<file path="config.mk">
export PLATFORM = sky130hd
export DESIGN_NAME = instr_encoder
export DESIGN_NICKNAME = d
export VERILOG_FILES = /design/src/rtl/instr_encoder.sv
export SDC_FILE = /design/constraint.sdc
export NUM_CORES = 1
export LEC_CHECK = 0
export ABC_AREA = 1
export ABC_CLOCK_PERIOD_IN_PS = 2100
export CORE_MARGIN = 4
export CORE_UTILIZATION = 44
export DETAILED_ROUTE_END_ITERATION = 6
export PLACE_DENSITY = 0.85
export SLEW_MARGIN = 25
export SYNTH_ARGS = -nofsm -noshare
export SYNTH_HDL_FRONTEND = slang
export SYNTH_SLANG_ARGS = --single-unit
</file>
<file path="constraint.sdc">
create_clock -name clk -period 2.1 [get_ports clk]
set_clock_uncertainty 0.2 [all_clocks]
set_input_delay 0.21 -clock clk [delete_from_list [all_inputs] [get_ports clk]]
set_output_delay 0.21 -clock clk [all_outputs]
set_load 0.01 [all_outputs]
</file>
<file path="src/rtl/instr_encoder.sv">
// instr_encoder: packs decoded RV64I fields and an immediate into a 32-bit
// instruction word. Results go through a 2-entry FIFO, each tagged with an
// immediate-range error flag.
// Optional feature macro: INSTR_ENC_RANGE_CHECK_EN enables immediate range
// checking, NOP substitution on range errors, out_err and err_count.
module instr_encoder (
  input  logic        clk,
  input  logic        reset_n,
  input  logic        in_valid,
  output logic        in_ready,
  input  logic [2:0]  fmt,
  input  logic [6:0]  opcode,
  input  logic [2:0]  funct3,
  input  logic [6:0]  funct7,
  input  logic [4:0]  rd,
  input  logic [4:0]  rs1,
  input  logic [4:0]  rs2,
  input  logic [63:0] imm,
  output logic        out_valid,
  input  logic        out_ready,
  output logic [31:0] out_instr,
  output logic        out_err,
  output logic [7:0]  err_count
);

  localparam int unsigned INSTR_W = 32;
  localparam int unsigned CNT_W   = 8;

  localparam logic [2:0] FMT_R     = 3'd0;
  localparam logic [2:0] FMT_I     = 3'd1;
  localparam logic [2:0] FMT_SHIFT = 3'd2;
  localparam logic [2:0] FMT_S     = 3'd3;
  localparam logic [2:0] FMT_SB    = 3'd4;
  localparam logic [2:0] FMT_U     = 3'd5;

  localparam logic [INSTR_W-1:0] NOP_WORD = 32'h0000_0013;
  localparam logic [CNT_W-1:0]   CNT_MAX  = 8'hFF;

  typedef struct packed {
    logic [INSTR_W-1:0] instr;
    logic               err;
  } entry_t;

  // Encoder signals
  logic [INSTR_W-1:0] enc_c;
  logic               illegal_c;
  logic               range_bad_c;
  entry_t             word_c;

  // FIFO state
  entry_t     mem_q [2];
  logic       wr_ptr_q;
  logic       rd_ptr_q;
  logic [1:0] count_q;

  logic       push_c;
  logic       pop_c;
  logic [1:0] count_nxt_c;
  logic       rd_ptr_nxt_c;
  entry_t     head_nxt_c;

  // Field placement for each legal format
  always_comb begin
    enc_c     = NOP_WORD;
    illegal_c = 1'b0;
    case (fmt)
      FMT_R:     enc_c = {funct7, rs2, rs1, funct3, rd, opcode};
      FMT_I:     enc_c = {imm[11:0], rs1, funct3, rd, opcode};
      FMT_SHIFT: enc_c = {funct7[6:1], imm[5:0], rs1, funct3, rd, opcode};
      FMT_S:     enc_c = {imm[11:5], rs2, rs1, funct3, imm[4:0], opcode};
      FMT_SB:    enc_c = {imm[12], imm[10:5], rs2, rs1, funct3, imm[4:1], imm[11], opcode};
      FMT_U:     enc_c = {imm[31:12], rd, opcode};
      default:   illegal_c = 1'b1;
    endcase
  end

`ifdef INSTR_ENC_RANGE_CHECK_EN
  localparam logic signed [63:0] I_MIN  = -64'sd2048;
  localparam logic signed [63:0] I_MAX  = 64'sd2047;
  localparam logic signed [63:0] SH_MAX = 64'sd63;
  localparam logic signed [63:0] SB_MIN = -64'sd4096;
  localparam logic signed [63:0] SB_MAX = 64'sd4094;
  localparam logic signed [63:0] U_MIN  = -64'sd2147483648;
  localparam logic signed [63:0] U_MAX  = 64'sd2147483647;

  logic signed [63:0] imm_s;
  assign imm_s = $signed(imm);

  // Signed range check of the immediate against its format's field
  always_comb begin
    range_bad_c = 1'b0;
    case (fmt)
      FMT_I, FMT_S: range_bad_c = (imm_s < I_MIN) || (imm_s > I_MAX);
      FMT_SHIFT:    range_bad_c = (imm_s < 64'sd0) || (imm_s > SH_MAX);
      FMT_SB:       range_bad_c = (imm_s < SB_MIN) || (imm_s > SB_MAX) || imm[0];
      FMT_U:        range_bad_c = (imm[11:0] != 12'd0) || (imm_s < U_MIN) || (imm_s > U_MAX);
      default:      range_bad_c = 1'b0;
    endcase
  end

  // Substitute a NOP for any erroneous request
  always_comb begin
    word_c.instr = enc_c;
    word_c.err   = 1'b0;
    if (illegal_c || range_bad_c) begin
      word_c.instr = NOP_WORD;
      word_c.err   = 1'b1;
    end
  end
`else
  // Upper immediate bits only matter to the range check
  logic unused_imm_hi;
  assign unused_imm_hi = ^imm[63:32];
  assign range_bad_c   = 1'b0;

  // Without range checking only an illegal format forces a NOP
  always_comb begin
    word_c.instr = illegal_c ? NOP_WORD : enc_c;
    word_c.err   = 1'b0;
  end
`endif

  assign push_c       = in_valid && in_ready;
  assign pop_c        = out_valid && out_ready;
  assign count_nxt_c  = count_q + 2'(push_c) - 2'(pop_c);
  assign rd_ptr_nxt_c = rd_ptr_q ^ pop_c;

  // Next head word: a word being written to the next read slot bypasses memory
  always_comb begin
    head_nxt_c = mem_q[rd_ptr_nxt_c];
    if (push_c && (wr_ptr_q == rd_ptr_nxt_c)) begin
      head_nxt_c = word_c;
    end
  end

  // FIFO storage, pointers and occupancy
  always_ff @(posedge clk or negedge reset_n) begin
    if (!reset_n) begin
      mem_q[0] <= '0;
      mem_q[1] <= '0;
      wr_ptr_q <= 1'b0;
      rd_ptr_q <= 1'b0;
      count_q  <= 2'd0;
    end else begin
      if (push_c) begin
        mem_q[wr_ptr_q] <= word_c;
        wr_ptr_q        <= ~wr_ptr_q;
      end
      rd_ptr_q <= rd_ptr_nxt_c;
      count_q  <= count_nxt_c;
    end
  end

  // Registered handshake flags and head outputs; head holds when empty
  always_ff @(posedge clk or negedge reset_n) begin
    if (!reset_n) begin
      in_ready  <= 1'b1;
      out_valid <= 1'b0;
      out_instr <= '0;
      out_err   <= 1'b0;
    end else begin
      in_ready  <= (count_nxt_c != 2'd2);
      out_valid <= (count_nxt_c != 2'd0);
      if (count_nxt_c != 2'd0) begin
        out_instr <= head_nxt_c.instr;
        out_err   <= head_nxt_c.err;
      end
    end
  end

  // Saturating count of accepted erroneous requests
  always_ff @(posedge clk or negedge reset_n) begin
    if (!reset_n) begin
      err_count <= '0;
    end else if (push_c && word_c.err && (err_count != CNT_MAX)) begin
      err_count <= err_count + CNT_W'(1);
    end
  end

endmodule

</file>
# Word-level counts from Yosys, hierarchy flattened
# Index checks and enable logic that the tools add are counted.
[totals]
register_bits = 105
latch_bits = 0
ramBits = 0
romBits = 0
output_inout_bits = 43
word_cells = 43
n_memories = 0
[op_classes]
addsub = 2
mul = 0
div_mod_pow = 0
magnitude_cmp = 3
n_eq_ne = 7
shifts = 0
n_mux = 9
bitwise = 4
n_reduce_logical = 7
[op_table]
columns = ["op", "count"]
rows = [
  ["32-bit case mux with 6 select lines", 1],
  ["33-bit two-way mux", 5],
  ["66-bit bitwise mux", 1],
  ["33-bit demux with 1-bit select", 1],
  ["32-bit two-way mux", 1],
  ["3-bit by 2-bit == test with 1-bit output (second input constant)", 2],
  ["3-bit == test (second input constant)", 2],
  ["6-bit OR reduction", 1],
  ["2-bit greater-or-equal comparator (second input constant)", 2],
  ["1-bit logical AND", 4],
  ["1-bit NOT with 2-bit output", 2],
  ["3-bit by 1-bit == test with 1-bit output (second input constant)", 1],
  ["3-bit zero test", 1],
  ["2-bit by 1-bit adder with 2-bit output", 1],
  ["2-bit by 1-bit less-than comparator with 1-bit output (second input constant)", 1],
  ["2-bit != test (second input constant)", 1],
  ["2-bit nonzero test", 1],
  ["2-bit by 1-bit subtractor with 2-bit output", 1],
  ["1-bit == test", 1],
  ["1-bit NOT", 1],
  ["1-bit XOR", 1],
]

# Longest topological paths before layout
# Gate-level depths: netlist (run 1).
[depth]
word_depth = 7
ltp_mapped = 13

# Worst setup path before layout (run 1)
# Ideal clock, no wire load.
[synth_timing]
kind = "register to register"
start = "register in_ready"
end = "register out_instr[17]"
setup_ps = 117
t_arrival_ps = 1841
slack_ps = -58
stages_incl_launch_ff = 12
path_buffers = 1
synth_period_minus_slack_ps = 2158
path_cell_list = "dfstp_2 nand2_1 ha_1 inv_1 ha_1 nand3_1 nand2_1 nor2_2 inv_2 buf_2 nand3_1 nand2_1"
[synth_via]
elab_chain_cells = 4
elab_cells_between_ends = 6
[synth_rtl]
columns = ["item", "line_no", "text"]
rows = [
  ["from (decl)", "10", "output logic in_ready,"],
  ["from (signal assigned)", "162", "in_ready <= (count_nxt_c != 2'd2);"],
  ["1-bit logical AND", "123", "assign push_c = in_valid && in_ready;"],
  ["2-bit by 1-bit adder with 2-bit output", "125", "assign count_nxt_c = count_q + 2'(push_c) - 2'(pop_c);"],
  ["2-bit by 1-bit subtractor with 2-bit output", "125", ""],
  ["net count_nxt_c[1]", "58", "logic [1:0] count_nxt_c;"],
  ["2-bit nonzero test", "164", "if (count_nxt_c != 2'd0) begin"],
  ["to (signal assigned)", "165", "out_instr <= head_nxt_c.instr;"],
  ["to (decl)", "21", "output logic [31:0] out_instr,"],
]
# The timed path passes the listed nets, and every way through them passes these cells.
# A chain may end at the register's enable or synchronous reset.

# Worst setup path in the final report (run 1)
[layout_timing]
start = "register in_ready"
end = "register out_instr[22]"
# The elaborated chain is that of the path after synthesis.

==> flow_metrics.tcl, run 1 <==
set metrics [dict create \
    layout_commonest_cell "nand2_1" \
    hold_class "in2async" \
    place_ws_ns -0.3886 \
    critPathRequiredTime_ns 2.18 \
    first_iter_violations 390 \
    cts_tree "yes" \
    nNetsFinal 955 \
    grt_max_degree 40 \
    relSlewSlack_pct 64.79 \
    leakage_uw 0.003586 \
    wl_um 14600 \
    netlist_area_mm2 0.005228 \
    final_hold_viol_count 0 \
    critical_path.max_stage_delay_ns 0.55 \
    cts_inserted_buffers 9 \
    status "finished clean" \
    crit_type "reg2reg" \
    slowest_stage "dfstp_2" \
    min_period_over_period_pct 98.21 \
    grtUsageTotal_pct 21.39 \
    path_clk_slew_ns 0.07 \
    num_vias 5083 \
    rsz0062_at_grt "yes" \
    antenna_left 0 \
    critPathTopFamily "flip-flops" \
    synth_cell_type_count 22 \
    yosys_register_bits 102 \
    finalSetupTns_ns 0 \
    grt_pass1_wl_um 23100 \
    syn_inst 721 \
    via_per_inst 5.098 \
    syn_area_per_cell_um2 7.250 \
    first_pass_iters 5 \
    reg2reg_depth 13 \
    worstPathArrival_ns 2.15 \
    start_kind "flop" \
    antenna_found_initial 0 \
    initial_core_util_pct 45.39 \
    setup_violations 0 \
    path_max_fanout 6 \
    critPathCaptureType "flop" \
    num_rows 39 \
    layout-drive-gt1-share_pct 10.42 \
    die_area_mm2 0.01369 \
    worstMarginPinSlew_ns 0.5282 \
    timing.final.crit_period_ns 2.062 \
    worstReg2RegEnd "out_instr[22]$_DFFE_PN0P_" \
    first_global_vias 4878 \
    globalRouteOverflowTotal 0 \
    final_cells 997 \
    route.detailed.drc 0 \
    worstSkewPairLatency_ns 0.35 \
    r2r-start "in_ready$_DFF_PN1_" \
    stdcell_area_mm2 0.007128 \
    die_h_um 117 \
    drv_slew 0 \
    fill_cells 958 \
    cts_root_buf "clkbuf_16" \
    place_hpwl_um 9921 \
    dp_cells 971 \
    core_mm2 0.01152 \
    cap_violations 0 \
    final_cell_mix "nand2_1 (299), clkdlybuf4s50_1 (103), dfrtp_1 (101)" \
    fmax_mhz 484.9 \
    fp.dieW_um 117 \
    crit_chain "nand2_4 > ha_4 > inv_2 > ha_4 > inv_2 > nand2_2 > nand2_4 > nor2_4 > buf_12 > buf_8 > a21oi_2 > nand2_1 > nand2_1" \
    netlist.area_leader.share_pct 48.35 \
    clock_sink_count 102 \
    setup_slack_ns 0.03752 \
    wl_per_cell_um 14.64 \
    utilization_pct 61.90 \
    area_delta_synth_final_pct 36.36 \
    reg2reg_setup_slack_ns 0.04 \
    path_buf_inv 4 \
    cts_buffer_depth 2 \
    antennaDiodeCount 0 \
    htree_levels 3 \
    num_io_pins 146 \
    yosysTopAreaCell "dfrtp_1" \
    ys_seq_area_share_pct 48.85 \
    gp_congestion 0.8146 \
    postPlaceCellArea_mm2 0.006564 \
    yosys_warnings 0 \
    synth.area.top_cells "dfrtp_1 (48%), nand2_1 (22%), o21ai_0 (8.1%), inv_1 (5.7%), nand3_1 (4.2%)" \
    power.density_mw_per_mm2 1554 \
    io_buffers 104 \
    peakVddDrop_mv 0.7166 \
]
## synthesized netlist by cell type, drive strengths merged
cell,n
a21oi,17
buf,33
clkbuf,9
conb,1
dfrtp,101
dfstp,1
ha,2
inv,84
nand2,305
nand3,46
nand4,5
nor2,17
o21ai,100
## per-layer routing
| layer | vias to the layer above | track usage [%] | wire length, um | share of wire [%] |
|---|---|---|---|---|
| li1 | 2475 | - | - | - |
| met1 | 2404 | 28.14 | 6144 | 42 |
| met2 | 181 | 35.38 | 7135 | 49 |
| met3 | 23 | 4.833 | 1022 | 7.0 |
| met4 | 0 | 6.651 | 293 | 2.0 |
| met5 | - | 0 | 0 | 0 |
## power by group
group	internal [uW]	leakage, uW	switching (uW)	total [uW]
Combinational	2560	0.00216	3280	5840
Sequential	2970	0.00127	488	3460
Clock	1040	0.000152	743	1780
Total	6570	0.00359	4510	11100
## worst max-delay path by stage
stage | slack (ns) | cells past startpoint | end | from
floorplan | -0.006 | 11 | out_instr[17]$_DFFE_PN0P_ | in_ready$_DFF_PN1_
global placement | -0.27 | 13 | out_instr[28]$_DFFE_PN0P_ | out_ready
detailed placement | -0.39 | 13 | out_instr[15]$_DFFE_PN0P_ | out_ready
CTS | 0.002 | 12 | out_instr[24]$_DFFE_PN0P_ | in_ready$_DFF_PN1_
global route | -0.04 | 13 | out_instr[20]$_DFFE_PN0P_ | in_ready$_DFF_PN1_
finish | 0.04 | 13 | out_instr[22]$_DFFE_PN0P_ | in_ready$_DFF_PN1_
## final cells by class
type	instances	area, um^2	area share [%]
clock inverter	6	86.33	1.211
sequential	102	2554	35.83
timing repair buffer	152	1524	21.38
clock buffer	9	225.2	3.160
tap	143	178.9	2.510
multi-input combinational	501	2232	31.31
inverter	84	327.8	4.599
## cell families (layout without fill, tap and decap cells)
| kind of cell | after synthesis | count (layout) | share of synthesized area [%] |
|---|---|---|---|
| other | 1 | 9 | 0.07174 |
| and+or+nand+nor | 373 | 373 | 28.70 |
| DFF | 102 | 102 | 48.85 |
| buffers and inverters | 126 | 251 | 10.70 |
| AOI/OAI and AO/OA | 117 | 117 | 11.20 |
| adders and majority gates | 2 | 2 | 0.4786 |
## flip-flops by register name (all words and copies together), names as in the netlist
name / cells
count_q: 2
in_ready: 1
mem_q: 64
out_instr: 32
out_valid: 1
rd_ptr_q: 1
wr_ptr_q: 1
## metrics by stage
step	total power, uW	hold WS, ns
after floorplan	6633	-0.2856
after global placement	8273	0.02265
after detailed placement	8482	0.02362
after CTS	10540	0.1943
after global routing	11950	0.2151
final	11080	0.1730
## what timing repair did
action | 4_1_cts | 5_1_grt
gates cloned | 1 | 2
resized for setup | 17 | 14
pin swaps | 8 | 11
endpoints found under the setup margin | 33 | 41
hold endpoints to repair | 35 | 0
setup buffers | 2 | 5
hold buffers | 1 | 0
Power figures use the tool's default switching activity.
==> run 2: changes to the inputs <==
CAP_MARGIN = 10   (was default)
HOLD_SLACK_MARGIN = 0.15   (was default)
SLEW_MARGIN = default   (was 25)
==> results of run 2 <==
No change in the layout: final DEF, timing and power equal those of run 1.
==> run 3: changes to the inputs <==
TNS_END_PERCENT = 5   (was default)
==> flow_metrics.tcl, run 3 (synthesis results as in run 1) <==
set metrics [dict create \
    critPathTopFamily "flip-flops" \
    cts_tree "yes" \
    setup_slack_ns -0.01352 \
    peakVddDrop_mv 0.6718 \
    cap_violations 0 \
    regMostFlops "mem_q" \
    die_area_mm2 0.01369 \
    hold_class "in2async" \
    num_vias 5085 \
    worstMarginPinSlew_ns 0.9630 \
    via_per_inst 5.131 \
    initial_core_util_pct 45.39 \
    antenna_found_initial 0 \
    worstSkewPairLatency_ns 0.35 \
    worstPathArrival_ns 2.15 \
    globalRouteOverflowTotal 0 \
    r2r-start "in_ready$_DFF_PN1_" \
    first_global_vias 4991 \
    critical_path.max_stage_delay_ns 0.55 \
    first_pass_iters 7 \
    start_kind "flop" \
    relSlewSlack_pct 35.80 \
    core_mm2 0.01152 \
    stdcell_area_mm2 0.007096 \
    largest_reg_flops 64 \
    grt_max_degree 62 \
    area_delta_synth_final_pct 35.73 \
    rsz0062_at_grt "yes" \
    layout-drive-gt1-share_pct 9.552 \
    wl_per_cell_um 14.94 \
    io_buffers 104 \
    fmax_mhz 473.1 \
    num_rows 39 \
    wl_um 14800 \
    hold_ws_ns 0.2028 \
    path_buf_inv 4 \
    power.density_mw_per_mm2 1586 \
    crit_type "reg2reg" \
    clock_sink_count 102 \
    gp_congestion 0.8466 \
    critPathRequiredTime_ns 2.14 \
    postPlaceCellArea_mm2 0.006559 \
    num_io_pins 146 \
    cts_buffer_depth 2 \
    first_iter_violations 425 \
    layout_commonest_cell "nand2_1" \
    antennaDiodeCount 0 \
    final_cells 991 \
    setup_violations 4 \
    fp.dieW_um 117 \
    htree_levels 3 \
    crit_path_start "in_ready$_DFF_PN1_" \
    place_hpwl_um 9813 \
    grtUsageTotal_pct 22.42 \
    cts_root_buf "clkbuf_16" \
    place_ws_ns -0.2283 \
    antenna_left 0 \
    status "complete, but fails checks" \
    crit_chain "nand2_4 > ha_4 > inv_2 > ha_4 > inv_2 > nand2_2 > nand2_4 > nor2_4 > buf_6 > buf_8 > a21oi_2 > nand2_1 > nand2_1" \
    slowest_stage "dfstp_2" \
    critPathCaptureType "flop" \
    drv_slew 0 \
    timing.final.crit_period_ns 2.114 \
    violations "setup timing" \
    leakage_uw 0.003568 \
    grt_pass1_wl_um 24120 \
    cts_inserted_buffers 9 \
    final_cell_mix "nand2_1 (299), clkdlybuf4s50_1 (103), dfrtp_1 (101)" \
    path_max_fanout 6 \
    die_h_um 117 \
    path_clk_slew_ns 0.07 \
    nNetsFinal 949 \
    route.detailed.drc 0 \
    power.total_uw 11250 \
    min_period_over_period_pct 100.6 \
    final_hold_viol_count 0 \
    dp_cells 967 \
    largestRegisters "mem_q: 64 flops, out_instr: 32 flops, count_q: 2 flops" \
]
==> run 3: cell types whose count changed in the layout (fill, tap and decap cells not counted), moves of 2 or more <==
cell,change
buf_12,+2
buf_16,+2
buf_4,-7
clkbuf_16,-2
clkinv_4,+2
==> run 3: final cells by class <==
type	instances	area, um^2
Clock buffer	10	239.0
Clock inverter	5	60.06
Fill cell	941	4420
Inverter	84	322.8
Multi-Input combinational cell	501	2228
Sequential cell	102	2554
Tap cell	143	178.9
Timing Repair Buffer	146	1513
==> run 3: final timing paths <==
| check | to | slack [ns] | depth (start not counted) |
|---|---|---|---|
| worst max-delay path | out_instr[21]$_DFFE_PN0P_ | -0.01 | 13 |
| worst min-delay path | mem_q[3]$_DFFE_PN0P_ | 0.20 | 3 |
| worst max register to register | out_instr[21]$_DFFE_PN0P_ | -0.01 | 13 |
| worst min register to register | out_instr[11]$_DFFE_PN0P_ | 0.28 | 2 |
| max in group asynchronous | out_valid$_DFF_PN0_ | 0.49 | 3 |
| min in group clk | out_instr[11]$_DFFE_PN0P_ | 0.28 | 2 |
==> run 3: worst min-delay path: cells and delay by family <==
kind | cells | cell delay [ns]
buf+inv | 3 | 0.88
==> run 3: timing repair <==
| item | 4_1_cts | 5_1_grt |
|---|---|---|
| buffers inserted | 3 | 2 |
| pin swaps | 5 | 10 |
| resized for setup | 16 | 14 |
| hold buffers | 2 | 0 |
| endpoints found under the hold margin | 102 | 0 |
| cloned | 2 | 0 |
| setup endpoints to repair | 28 | 59 |
==> run 3: power by group <==
part           switching (uW)  internal (uW)
Sequential                495           2970
Clock                     753            953
Combinational            3340           2740
==> run 3: through the flow <==
stage,TNS (ns),util [%]
after floorplan,-0.1022,-
after global placement,-6.299,56.95
after detailed placement,-6.938,56.95
after CTS,0,60.95
after global routing,-2.112,61.61
final,-0.03327,61.61
==> run 3: layer usage <==
metal  vias up  track usage [%]  share of wire, %  wire, um
met4         0            7.034               2.5       366
met5         -                0                 0         0
li1       2471                -                 -         -
met3        32            4.627               7.4      1101
met1      2358            29.05                41      6142
met2       224            37.88                49      7192
